File: config.mk
export PLATFORM = sky130hd
export DESIGN_NAME = br_update_queue
export DESIGN_NICKNAME = d
export VERILOG_FILES = /design/src/rtl/br_update_queue_pkg.sv /design/src/rtl/br_update_queue_ghr.sv /design/src/rtl/br_update_queue.sv
export SDC_FILE = /design/constraint.sdc
export NUM_CORES = 1
export LEC_CHECK = 0
export CORE_AREA = 5 5 185 98
export CTS_CLUSTER_SIZE = 12
export DETAILED_ROUTE_END_ITERATION = 7
export DIE_AREA = 0 0 190 103
export PLACE_DENSITY = 0.66
export SYNTH_ARGS = -nofsm -noshare
export SYNTH_HDL_FRONTEND = slang
export SYNTH_SLANG_ARGS = --single-unit
File: constraint.sdc
create_clock -name clk_i -period 5.13 [get_ports clk_i]
set_clock_uncertainty 0.2 [all_clocks]
set_input_delay 1.026 -clock clk_i [delete_from_list [all_inputs] [get_ports clk_i]]
set_output_delay 1.026 -clock clk_i [all_outputs]
set_load 0.03 [all_outputs]
File: src/rtl/br_update_queue_pkg.sv
// br_pkg: shared types and constants for the branch update queue.
//   BR_INDEX_WIDTH - default PHT index / GHR width; also the width of the
//                    stored index field, so INDEX_WIDTH must not exceed it
//   br_entry_t     - one in-flight branch: the PHT row read at fetch and the
//                    prediction taken from that row
//   BR_SNT..BR_ST  - 2-bit saturating counter states of a PHT row
package br_pkg;
    localparam int BR_INDEX_WIDTH = 12;
    localparam logic [1:0] BR_SNT = 2'b00;
    localparam logic [1:0] BR_WNT = 2'b01;
    localparam logic [1:0] BR_WT  = 2'b10;
    localparam logic [1:0] BR_ST  = 2'b11;
    typedef struct packed {
        logic [BR_INDEX_WIDTH-1:0] index;
        logic                      pred;
    } br_entry_t;
endpackage

File: src/rtl/br_update_queue_ghr.sv
// br_ghr: speculative and committed global history registers.
//   clk_i, rst_ni       - clock, async active-low reset
//   spec_shift_i/bit_i  - shift a predicted direction into the speculative GHR
//   commit_shift_i/bit_i- shift a resolved direction into the committed GHR
//   restore_i           - reload the speculative GHR from the committed GHR,
//                         including any same-cycle commit shift
//   spec_ghr_o          - speculative GHR used to hash the PHT read index
module br_ghr #(
    parameter int INDEX_WIDTH = br_pkg::BR_INDEX_WIDTH
) (
    input  logic                   clk_i,
    input  logic                   rst_ni,
    input  logic                   spec_shift_i,
    input  logic                   spec_bit_i,
    input  logic                   commit_shift_i,
    input  logic                   commit_bit_i,
    input  logic                   restore_i,
    output logic [INDEX_WIDTH-1:0] spec_ghr_o
);
    logic [INDEX_WIDTH-1:0] commit_ghr;
    logic [INDEX_WIDTH-1:0] commit_nxt;

    assign commit_nxt = commit_shift_i ? {commit_ghr[INDEX_WIDTH-2:0], commit_bit_i} : commit_ghr;

    always_ff @(posedge clk_i or negedge rst_ni) begin
        if (!rst_ni) begin
            commit_ghr <= '0;
            spec_ghr_o <= '0;
        end else begin
            commit_ghr <= commit_nxt;
            spec_ghr_o <= restore_i    ? commit_nxt :
                          spec_shift_i ? {spec_ghr_o[INDEX_WIDTH-2:0], spec_bit_i} : spec_ghr_o;
        end
    end
endmodule

File: src/rtl/br_update_queue.sv
// br_update_queue: in-order queue of in-flight gshare branches that issues
// PHT updates at resolve and repairs the speculative history on mispredict.
//   clk_i, rst_ni              - clock, async active-low reset
//   alloc_valid_i/pc_idx_i/pred_i, alloc_ready_o - fetch-side allocation
//   rd_index_o                 - gshare PHT read index (pc_idx ^ spec_ghr)
//   resolve_valid_i/taken_i    - in-order resolution of the oldest branch
//   flush_i                    - external pipeline flush
//   mispredict_o               - head prediction differs from resolved outcome
//   update_en_o/index_o, br_taken_o - registered PHT update, one cycle after resolve
//   count_o                    - occupied entries
//   perf_resolved_o/mispred_o  - saturating counters, present only when
//                                BR_UPDATE_QUEUE_PERF_CNT_EN is defined
module br_update_queue
    import br_pkg::*;
#(
    parameter int INDEX_WIDTH = BR_INDEX_WIDTH,
    parameter int DEPTH       = 8
) (
    input  logic                     clk_i,
    input  logic                     rst_ni,
    input  logic                     alloc_valid_i,
    input  logic [INDEX_WIDTH-1:0]   alloc_pc_idx_i,
    input  logic                     alloc_pred_i,
    output logic                     alloc_ready_o,
    output logic [INDEX_WIDTH-1:0]   rd_index_o,
    input  logic                     resolve_valid_i,
    input  logic                     resolve_taken_i,
    input  logic                     flush_i,
    output logic                     mispredict_o,
    output logic                     update_en_o,
    output logic [INDEX_WIDTH-1:0]   update_index_o,
    output logic                     br_taken_o,
    output logic [$clog2(DEPTH):0]   count_o,
    output logic [31:0]              perf_resolved_o,
    output logic [31:0]              perf_mispred_o
);
    localparam int PW = $clog2(DEPTH);
    localparam int CW = PW + 1;

    br_entry_t              mem [DEPTH];
    br_entry_t              head;
    logic [PW-1:0]          head_ptr, tail_ptr;
    logic [INDEX_WIDTH-1:0] spec_ghr;
    logic                   res_acc, alloc_acc, clear;

    assign head          = mem[head_ptr];
    assign rd_index_o    = alloc_pc_idx_i ^ spec_ghr;
    assign alloc_ready_o = count_o != CW'(DEPTH);
    assign res_acc       = resolve_valid_i & (count_o != '0);
    assign mispredict_o  = res_acc & (head.pred != resolve_taken_i);
    assign clear         = flush_i | mispredict_o;
    // A correct resolve frees the head slot this cycle, so a full queue may
    // still take an allocation alongside it.
    assign alloc_acc     = alloc_valid_i & ~clear & (alloc_ready_o | res_acc);

    br_ghr #(.INDEX_WIDTH(INDEX_WIDTH)) u_ghr (
        .clk_i         (clk_i),
        .rst_ni        (rst_ni),
        .spec_shift_i  (alloc_acc),
        .spec_bit_i    (alloc_pred_i),
        .commit_shift_i(res_acc),
        .commit_bit_i  (resolve_taken_i),
        .restore_i     (clear),
        .spec_ghr_o    (spec_ghr)
    );

    always_ff @(posedge clk_i) begin
        if (alloc_acc) mem[tail_ptr] <= '{index: BR_INDEX_WIDTH'(rd_index_o), pred: alloc_pred_i};
    end

    always_ff @(posedge clk_i or negedge rst_ni) begin
        if (!rst_ni) begin
            head_ptr       <= '0;
            tail_ptr       <= '0;
            count_o        <= '0;
            update_en_o    <= 1'b0;
            update_index_o <= '0;
            br_taken_o     <= 1'b0;
        end else begin
            if (clear) begin
                head_ptr <= '0;
                tail_ptr <= '0;
                count_o  <= '0;
            end else begin
                if (alloc_acc) tail_ptr <= tail_ptr + PW'(1);
                if (res_acc) head_ptr <= head_ptr + PW'(1);
                count_o <= count_o + CW'(alloc_acc) - CW'(res_acc);
            end
            update_en_o <= res_acc;
            if (res_acc) begin
                update_index_o <= INDEX_WIDTH'(head.index);
                br_taken_o     <= resolve_taken_i;
            end
        end
    end

`ifdef BR_UPDATE_QUEUE_PERF_CNT_EN
    always_ff @(posedge clk_i or negedge rst_ni) begin
        if (!rst_ni) begin
            perf_resolved_o <= '0;
            perf_mispred_o  <= '0;
        end else begin
            if (res_acc && !(&perf_resolved_o)) perf_resolved_o <= perf_resolved_o + 32'd1;
            if (mispredict_o && !(&perf_mispred_o)) perf_mispred_o <= perf_mispred_o + 32'd1;
        end
    end
`else
    assign perf_resolved_o = '0;
    assign perf_mispred_o  = '0;
`endif
endmodule

; Word-level counts from Yosys, hierarchy flattened
; Memory sizes are Yosys's and may differ from the RTL's.
; Cells that the tools add are included.
[word_totals]
regBits = 48
ramBits = 104
input_bits = 19
out_inout_bits = 96
word_cells = 36
memories = 1
[mem_list]
columns = memory, depth, word_bits, read_ports, rd_ports_with_merged_regs, wr, line
row1 = mem, 8, 13, 1, 0, 1, br_update_queue.sv:40  ; br_entry_t mem [DEPTH];
[classes]
addsub = 4
n_eq_ne = 2
mux = 10
n_bitwise = 8
reduce_logical = 3
[ops]
columns = cell, n
row1 = 2-to-1 mux 12 bit, 3
row2 = 2-to-1 mux 3 bit, 4
row3 = bitwise XOR 12 bit, 1
row4 = "adder 3 x 1 -> 3 bit, second input constant", 2
row5 = adder 4 x 1 -> 4 bit, 1
row6 = bitwise AND 1 bit, 4
row7 = 2-to-1 mux 4 bit, 1
row8 = "!= test 4 bit, second input constant", 1
row9 = nonzero test 2 bit, 2
row10 = nonzero test 4 bit, 1
row11 = subtractor 4 x 1 -> 4 bit, 1
row12 = 2-to-1 mux 1 bit, 2
row13 = OR 1 bit, 2
row14 = != test 1 bit, 1
row15 = inverter 1 bit, 1

; Logic depth before layout (Yosys ltp)
[depth]
depth_word = 10
depth_mapped = 13
mapped_depth_nobuf = 11

; Modules after synthesis
; A second synthesis with hierarchy kept.
[hier_totals]
cells_unflattened = 428
area_unflattened_um2 = 6890.4
[modules_own_cells]
columns = mod, instances, cells_per_inst, area_each_um2
row1 = br_update_queue, 1, 365, 5775.5
row2 = br_ghr, 1, 63, 1114.8

; Worst setup path after synthesis
; OpenSTA, ideal clock, no wires.
[synth_path]
path_kind = input to register
startpoint = in resolve_valid_i
endpoint = mem mem[6][0] (netlist name) (enable)
t_arrival_ps = 3277
path_slack_ps = 1232
stages = 6
path_buffers = 1
path_cell_list = nand2b_1 clkbuf_1 or4_4 and2_4 inv_2 nor4b_1
[synth_via]
elab_chain_len = 8
[synth_lines]
columns = item, line
row1 = start: declaration, br_update_queue.sv:26  ; input logic resolve_valid_i,
row2 = bitwise AND 1 bit, br_update_queue.sv:49  ; assign res_acc = resolve_valid_i & (count_o != '0);
row3 = bitwise AND 1 bit, br_update_queue.sv:50  ; assign mispredict_o = res_acc & (head.pred != resolve_taken_i);
row4 = via mispredict_o, br_update_queue.sv:29  ; output logic mispredict_o,
row5 = OR 1 bit, br_update_queue.sv:51  ; assign clear = flush_i | mispredict_o;
row6 = inverter 1 bit, br_update_queue.sv:54  ; assign alloc_acc = alloc_valid_i & ~clear & (alloc_ready_o | res_acc);
row7 = bitwise AND 1 bit (2 in series), br_update_queue.sv:54
row8 = 2-to-1 mux 1 bit, br_update_queue.sv:68  ; if (alloc_acc) mem[tail_ptr] <= '{index: BR_INDEX_WIDTH'(rd_index_o), pred: alloc_pred_i};
row9 = 2-to-1 mux 1 bit (not written as such), br_update_queue.sv:68
row10 = end: declaration, br_update_queue.sv:40
; The timed path passes the listed nets, and every way through them passes these cells.

; Worst setup path in the final report
[layout_path]
startpoint = reg head_ptr[1]
endpoint = out mispredict_o
[layout_via]
elab_chain_len = 3
[layout_lines]
columns = item, line
row1 = start: declaration, br_update_queue.sv:42  ; logic [PW-1:0] head_ptr, tail_ptr;
row2 = start signal: assignment, br_update_queue.sv:86  ; if (res_acc) head_ptr <= head_ptr + PW'(1);
row3 = memory (8 x 13 bit), -
row4 = != test 1 bit, br_update_queue.sv:50
row5 = bitwise AND 1 bit, br_update_queue.sv:50
row6 = end: declaration, br_update_queue.sv:29
; Every way passes these cells.

==> impl_results.md <==
* R2R cell count at 11
* Final hold violation count at 0
* Tightest Pin Transition at 0.712 ns
* Max frequency at 239 MHz
* EDFF count, synth at 104
* Maximum root-to-sink buffer count at 2
* Starting Density at 41.4%
* Most common cell after layout, fill and taps aside: edfxtp_1
* End point of the critical path: mispredict_o
* Reg-to-reg slack, setup at 1.79 ns
* First-pass GRT wire length at 21.4 mm
* Overall Global Routing Usage at 14.7%
* Filler Cell Count at 1,430
* Design Area, Final at 8060 um2
* Setup TNS at 0 ns
* Die footprint at 19,600 um2
* Worst skew pair latency at 0.41 ns
* Buffers on Ports at 50
* DIE WIDTH at 190 um
* H-tree Lvls at 4
* Setup WS post-layout at 0.947 ns
* Number of global-route vias before repair at 3,612
* Share of cells above drive strength 1 at 20.9%
* P per Cell Area at 557 nW/um2
* Root Buffer: clkbuf_16
* Clock slew at reported path FFs at 0.06 ns
* Row count at 34
* R2r startpoint: head_ptr[1]
* Most used DFF post-synth: edfxtp_1
* Largest net degree at the start of global routing at 49
* Asr flop ratio synth at 31.6%
* DRT iter0 DRCs at 270
* Global route total overflow at 0
* Seq/Total Area, Yosys at 62.8%
* Critical Path Fanout Max at 20
* Max VDD drop at 0.000302 V
* Kind of critical path: flip-flop to primary output
* Slew Limit Fails at 0
* Routed WL at 14.1 mm
* Cells after Synth at 458
* Clk sinks at 152
* Final Critical Period at 4.18 ns
* Hold buffer count at cts at 0
* Crit path DAT at 2.96 ns
* Core ar. at 16,600 um2
* Register bit count reported by yosys at 152
* Place WS at 0.966 ns
* Startpoint types: flip-flop
* Final nets at 546
* Max Cap Viol at 0
* DRC at 0
* Antenna viol nets, final at 0
* DP HPWL at 9.20 mm
* Via density at 4.74
* Leakage power at 2.99 nW
* # setup viols final at 0
* Die H at 103 um
* Vias at 3,633
* Synth unique cells at 47
* Ports at 115
* Headroom to the max-slew limit at 52.3%
* Nature of the critical path endpoint: primary output
* Yosys warns at 0
* Post-Syn Area at 6890 um2
* Most frequent cells in the layout: edfxtp_1 (104), conb_1 (64), clkdlybuf4s50_1 (48), dfrtp_1 (47), mux2i_1 (26)
* Area growth syn-to-layout at 17.1%
* DR pass1 iterations at 4
* TritonCTS buffer count at 17
* N_diodes at 0
* PnR Total Power at 0.00449 W
* Post-DP Area at 7490 um2
* TritonCTS clock tree: done
* Post-CTS Setup Inserts at 0
* Mean Syn Cell Area at 15.0 um2
* Post_cts resized at 0
* Fin crit share at 81.5%
* Unrepaired setup endpoints after global routing: no
* WL per Instance at 18.4 um
* Antenna violations before repair at 0
* WP data required at 3.90 ns
* Worst Setup SP: head_ptr[1]
* Gpl congestion at 0.763
* Status: finished clean
* Worst Hold Class: flip-flop to flip-flop
* Reg2reg end: count_o[3]
cells by family (layout without fill, tap and decap cells):
family / count (synthesis) / after routing / share of synthesized area [%]
flops: 152 / 152 / 62.8
other cells: 1 / 64 / 0.0545
xor+xnor: 18 / 18 / 2.29
compound gates: 49 / 49 / 5.36
fa+ha+maj: 8 / 8 / 1.56
mux: 64 / 64 / 13.9
simple gates: 70 / 70 / 4.98
buf+inv: 96 / 107 / 9.05
state kept, by name, summed over array words and instances, names as in the netlist:
| name | flops |
|---|---|
| br_taken_o | 1 |
| count_o | 4 |
| head_ptr | 3 |
| mem | 104 |
| tail_ptr | 3 |
| u_ghr.commit_ghr | 12 |
| u_ghr.spec_ghr_o | 12 |
| update_en_o | 1 |
| update_index_o | 12 |
cell type report:
type                       count  area [um2]  area share, %
multi-input combinational    273        2220           27.6
clock buffer                  19         443           5.49
clock inverter                13         130           1.61
inverter                       9        33.8          0.419
tap                          234         293           3.63
timing repair buffer          66         613           7.61
sequential                   152        4330           53.7
report_power, final:
part / internal, W / switching, W
Combinational: 0.000585 / 0.000880
Sequential: 0.00165 / 0.000172
Clock: 0.000726 / 0.000483
Total: 0.00296 / 0.00153
critical path, stage by stage, from the launching register on:
cell,delay [ns]
dfrtp_1,0.62
buf_4,0.40
nor2_1,0.07
a22o_1,0.24
or4_4,0.52
and2_4,0.28
inv_2,0.21
buf_4,0.21
worst min-delay path by stage:
stage / cells past startpoint / endpoint / slack, ns / from
final: 2 / br_taken_o / 0.27 / br_taken_o
after global routing: 2 / br_taken_o / 0.30 / br_taken_o
after CTS: 2 / br_taken_o / 0.28 / br_taken_o
after detailed placement: 2 / br_taken_o / 0.26 / br_taken_o
after global placement: 2 / update_index_o[0] / 0.26 / update_index_o[0]
after floorplan: 1 / u_ghr.commit_ghr[11] / 0.27 / u_ghr.commit_ghr[11]
Yosys cell counts (2+ instances only):
cell type  number  share of area [%]
a21oi_1        12               0.87
a311oi_1        2               0.25
a311oi_2        9                2.0
buf_2           5               0.36
buf_4          64                7.0
buf_6           2               0.33
clkbuf_1       15               0.82
dfrtp_1        48                 17
edfxtp_1      104                 45
ha_1            7                1.3
inv_1           7               0.38
inv_2           2               0.11
mux2_2         14                2.3
mux2i_1        26                3.8
mux4_2         24                7.8
nand2_1        24                1.3
nand2b_1        2               0.18
nand3_1         3               0.22
nor2_1         21                1.1
nor2b_1         2               0.18
nor3_1          3               0.22
nor3b_1         2               0.22
nor4_1          2               0.18
nor4b_1         4               0.51
o21ai_0        15                1.1
o22ai_1         2               0.18
xnor2_1         3               0.38
xor2_1         15                1.9
per-stage QoR:
step                      hold WS, ns  util, %  cells
final                           0.274     48.5    766
after global routing            0.300     48.5    766
after CTS                       0.278     48.5    766
after detailed placement        0.264     45.0    734
after global placement          0.262     45.0    734
after floorplan                 0.271        -    521
per-layer routing:
metal / global-route usage, % / share of wire, % / vias up
met4: 4.00 / 0.18 / 0
met1: 22.2 / 48 / 1855
met2: 21.3 / 45 / 88
met5: 0 / 0 / -
met3: 3.62 / 6.9 / 2
li1: - / - / 1688
Power figures use the tool's default switching activity.
==> variant: new RTL, same settings <==
Register the output `count_o` once more, cleared by the reset; this adds one clock of latency there. The other outputs are not delayed to match.
--- a/src/rtl/br_update_queue.sv
+++ b/src/rtl/br_update_queue.sv
@@ -37,6 +37,8 @@
     localparam int PW = $clog2(DEPTH);
     localparam int CW = PW + 1;
 
+    logic [$clog2(DEPTH):0] count_s0;
+
     br_entry_t              mem [DEPTH];
     br_entry_t              head;
     logic [PW-1:0]          head_ptr, tail_ptr;
@@ -45,8 +47,8 @@
 
     assign head          = mem[head_ptr];
     assign rd_index_o    = alloc_pc_idx_i ^ spec_ghr;
-    assign alloc_ready_o = count_o != CW'(DEPTH);
-    assign res_acc       = resolve_valid_i & (count_o != '0);
+    assign alloc_ready_o = count_s0 != CW'(DEPTH);
+    assign res_acc       = resolve_valid_i & (count_s0 != '0);
     assign mispredict_o  = res_acc & (head.pred != resolve_taken_i);
     assign clear         = flush_i | mispredict_o;
     // A correct resolve frees the head slot this cycle, so a full queue may
@@ -72,7 +74,7 @@
         if (!rst_ni) begin
             head_ptr       <= '0;
             tail_ptr       <= '0;
-            count_o        <= '0;
+            count_s0       <= '0;
             update_en_o    <= 1'b0;
             update_index_o <= '0;
             br_taken_o     <= 1'b0;
@@ -80,11 +82,11 @@
             if (clear) begin
                 head_ptr <= '0;
                 tail_ptr <= '0;
-                count_o  <= '0;
+                count_s0 <= '0;
             end else begin
                 if (alloc_acc) tail_ptr <= tail_ptr + PW'(1);
                 if (res_acc) head_ptr <= head_ptr + PW'(1);
-                count_o <= count_o + CW'(alloc_acc) - CW'(res_acc);
+                count_s0 <= count_s0 + CW'(alloc_acc) - CW'(res_acc);
             end
             update_en_o <= res_acc;
             if (res_acc) begin
@@ -108,5 +110,13 @@
     assign perf_resolved_o = '0;
     assign perf_mispred_o  = '0;
 `endif
+    always_ff @(posedge clk_i or negedge rst_ni) begin
+        if (!rst_ni) begin
+            count_o <= '0;
+        end else begin
+            count_o <= count_s0;
+        end
+    end
+
 endmodule
 
Behaviour: not the same (a bounded check fails within 4 cycles, from zero or initial values and one cycle with rst_ni low).
==> variant against the unedited design <==
  * Sequential cell count increased by 4
  * Die area did not move
  * Via count increased by 0.72%
  * Routed wire length fell by 1.1%
  * Synthesized area increased by 0.71%
  * Largest cell class unchanged
  * Final area up 0.39%
  * Power is 1.0% lower
  * Critical endpoint is now rd_index_o[6]
  * Setup slack better by 0.13 ns
  * Sequential share of layout area rose by 1.0 points
==> variant: results (changes against the unedited design) <==
| Metric | Value |
|---|---|
| First-pass GRT wire length | `21.5 mm (+0.68%)` |
| Combinational share of power | `31.5% (-1.1 points)` |
| Sequential share of power | `41.5% (+1.0 points)` |
| Tot GR Track Use | `14.8% (+0.058 points)` |
| Yosys cell types | `42 (-11%)` |
| DP Wirelength | `9.20 mm (about the same)` |
| Rel. slew slack | `43.7% (-8.6 points)` |
| Largest Register | `mem` |
| IO buf count | `50 (unchanged)` |
| Hold Path Cell Cnt | `0 (-2)` |
| YS warnings | `0 (unchanged)` |
| Clock Path Buffers | `2 (unchanged)` |
| RR Endpoint | `count_s0[2]` |
| DR pass1 iterations | `4 (unchanged)` |
| Top cells by area, synth | `edfxtp_1, dfrtp_1, mux4_2, buf_4, mux2i_1` |
| Worst path arrival time | `2.83 ns (-0.13 ns)` |
| Via density per instance | `4.75 (about the same)` |
| CP delay by family, top | `buffers and inverters` |
| Seq/Total Area, Yosys | `63.8% (+1.0 points)` |
| Setup Buffers After CTS | `0 (unchanged)` |
| RePlAce Congestion | `0.732 (-4.0%)` |
| Largest net degree at the start of global routing | `53 (+8.2%)` |
| Mean routed wirelength per cell | `18.1 um (-1.7%)` |
| Critical Path Start | `alloc_pc_idx_i[6]` |
| Total CTS buffers | `17 (unchanged)` |
| Post-route clock period utilization | `79.1% (-2.5 points)` |
| CTS clk-pin slew, worst paths | `0.07 ns` |
| Highest ir drop seen on vdd | `0.261 mV (-13%)` |
| P_sw | `1570 uW (+2.0%)` |
| Top cells by count, synth | `edfxtp_1, buf_4, dfrtp_1, nand2_1, mux4_2` |
| Sw frac | `35.2% (+1.1 points)` |
| Slowest stage cell, crit path | `clkdlybuf4s50_1` |
| Worst reg2reg startpoint | `head_ptr[0]` |
| Vias in the first global route | `3,739 (+3.5%)` |
| Reg2reg path depth | `10 (-1)` |
| # resized after CTS | `0 (unchanged)` |
| Dpl ws | `1.07 ns (+0.108 ns)` |
| Share of layout cells above drive strength 1 | `18.4% (-2.4 points)` |
| Hold slack | `0.176 ns (-0.0971 ns)` |
| Leak Pwr | `0.00302 uW (+0.90%)` |
| CP peak stage delay | `0.80 ns (+0.18 ns)` |
| Hold Crit Endpoint | `count_o[2]` |
| Worst Path Max Fanout | `9 (-55%)` |
| Ys async rst share | `33.3% (+1.8 points)` |
| Fin nets | `551 (+0.92%)` |
| Setup crit end | `rd_index_o[6]` |
| Outcome | `finished clean` |
| Initial DRC Count | `297 (+10%)` |
| R2R Setup Slk | `1.67 ns (-0.12 ns)` |
| Hold_sp | `count_s0[2]` |
variant: logic make-up (layout without fill, tap and decap cells):
logic type,count (synthesis),after routing,share of synthesized area (%)
DFF,156,156,63.8
and+or+nand+nor,74,74,5.00
adders and majority gates,8,8,1.55
other,1,64,0.0541
AOI/OAI and AO/OA,52,52,5.66
buffers and inverters,102,115,9.38
muxes,51,51,12.1
xor gates and xnor gates,17,17,2.42
variant: area by class of cell:
class	instances	area, sq um
inverter	17	63.8
tap	234	293
timing repair buffer	66	613
clock inverter	15	140
multi-input combinational	266	2130
sequential	156	4420
clock buffer	17	425
fill	1399	8540
variant: through the flow:
stage               cells  cell area [sq um]
detailed placement    739               7530
CTS                   771               8090
floorplan             524               7170
finish                771               8090
global placement      739               7530
global route          771               8090
variant: layer usage:
layer	vias to the layer above	share of wire, %	track usage (%)
li1	1675	-	-
met1	1859	46	20.7
met2	111	46	22.4
met3	14	6.3	4.13
met4	0	1.1	5.06
met5	-	0	0
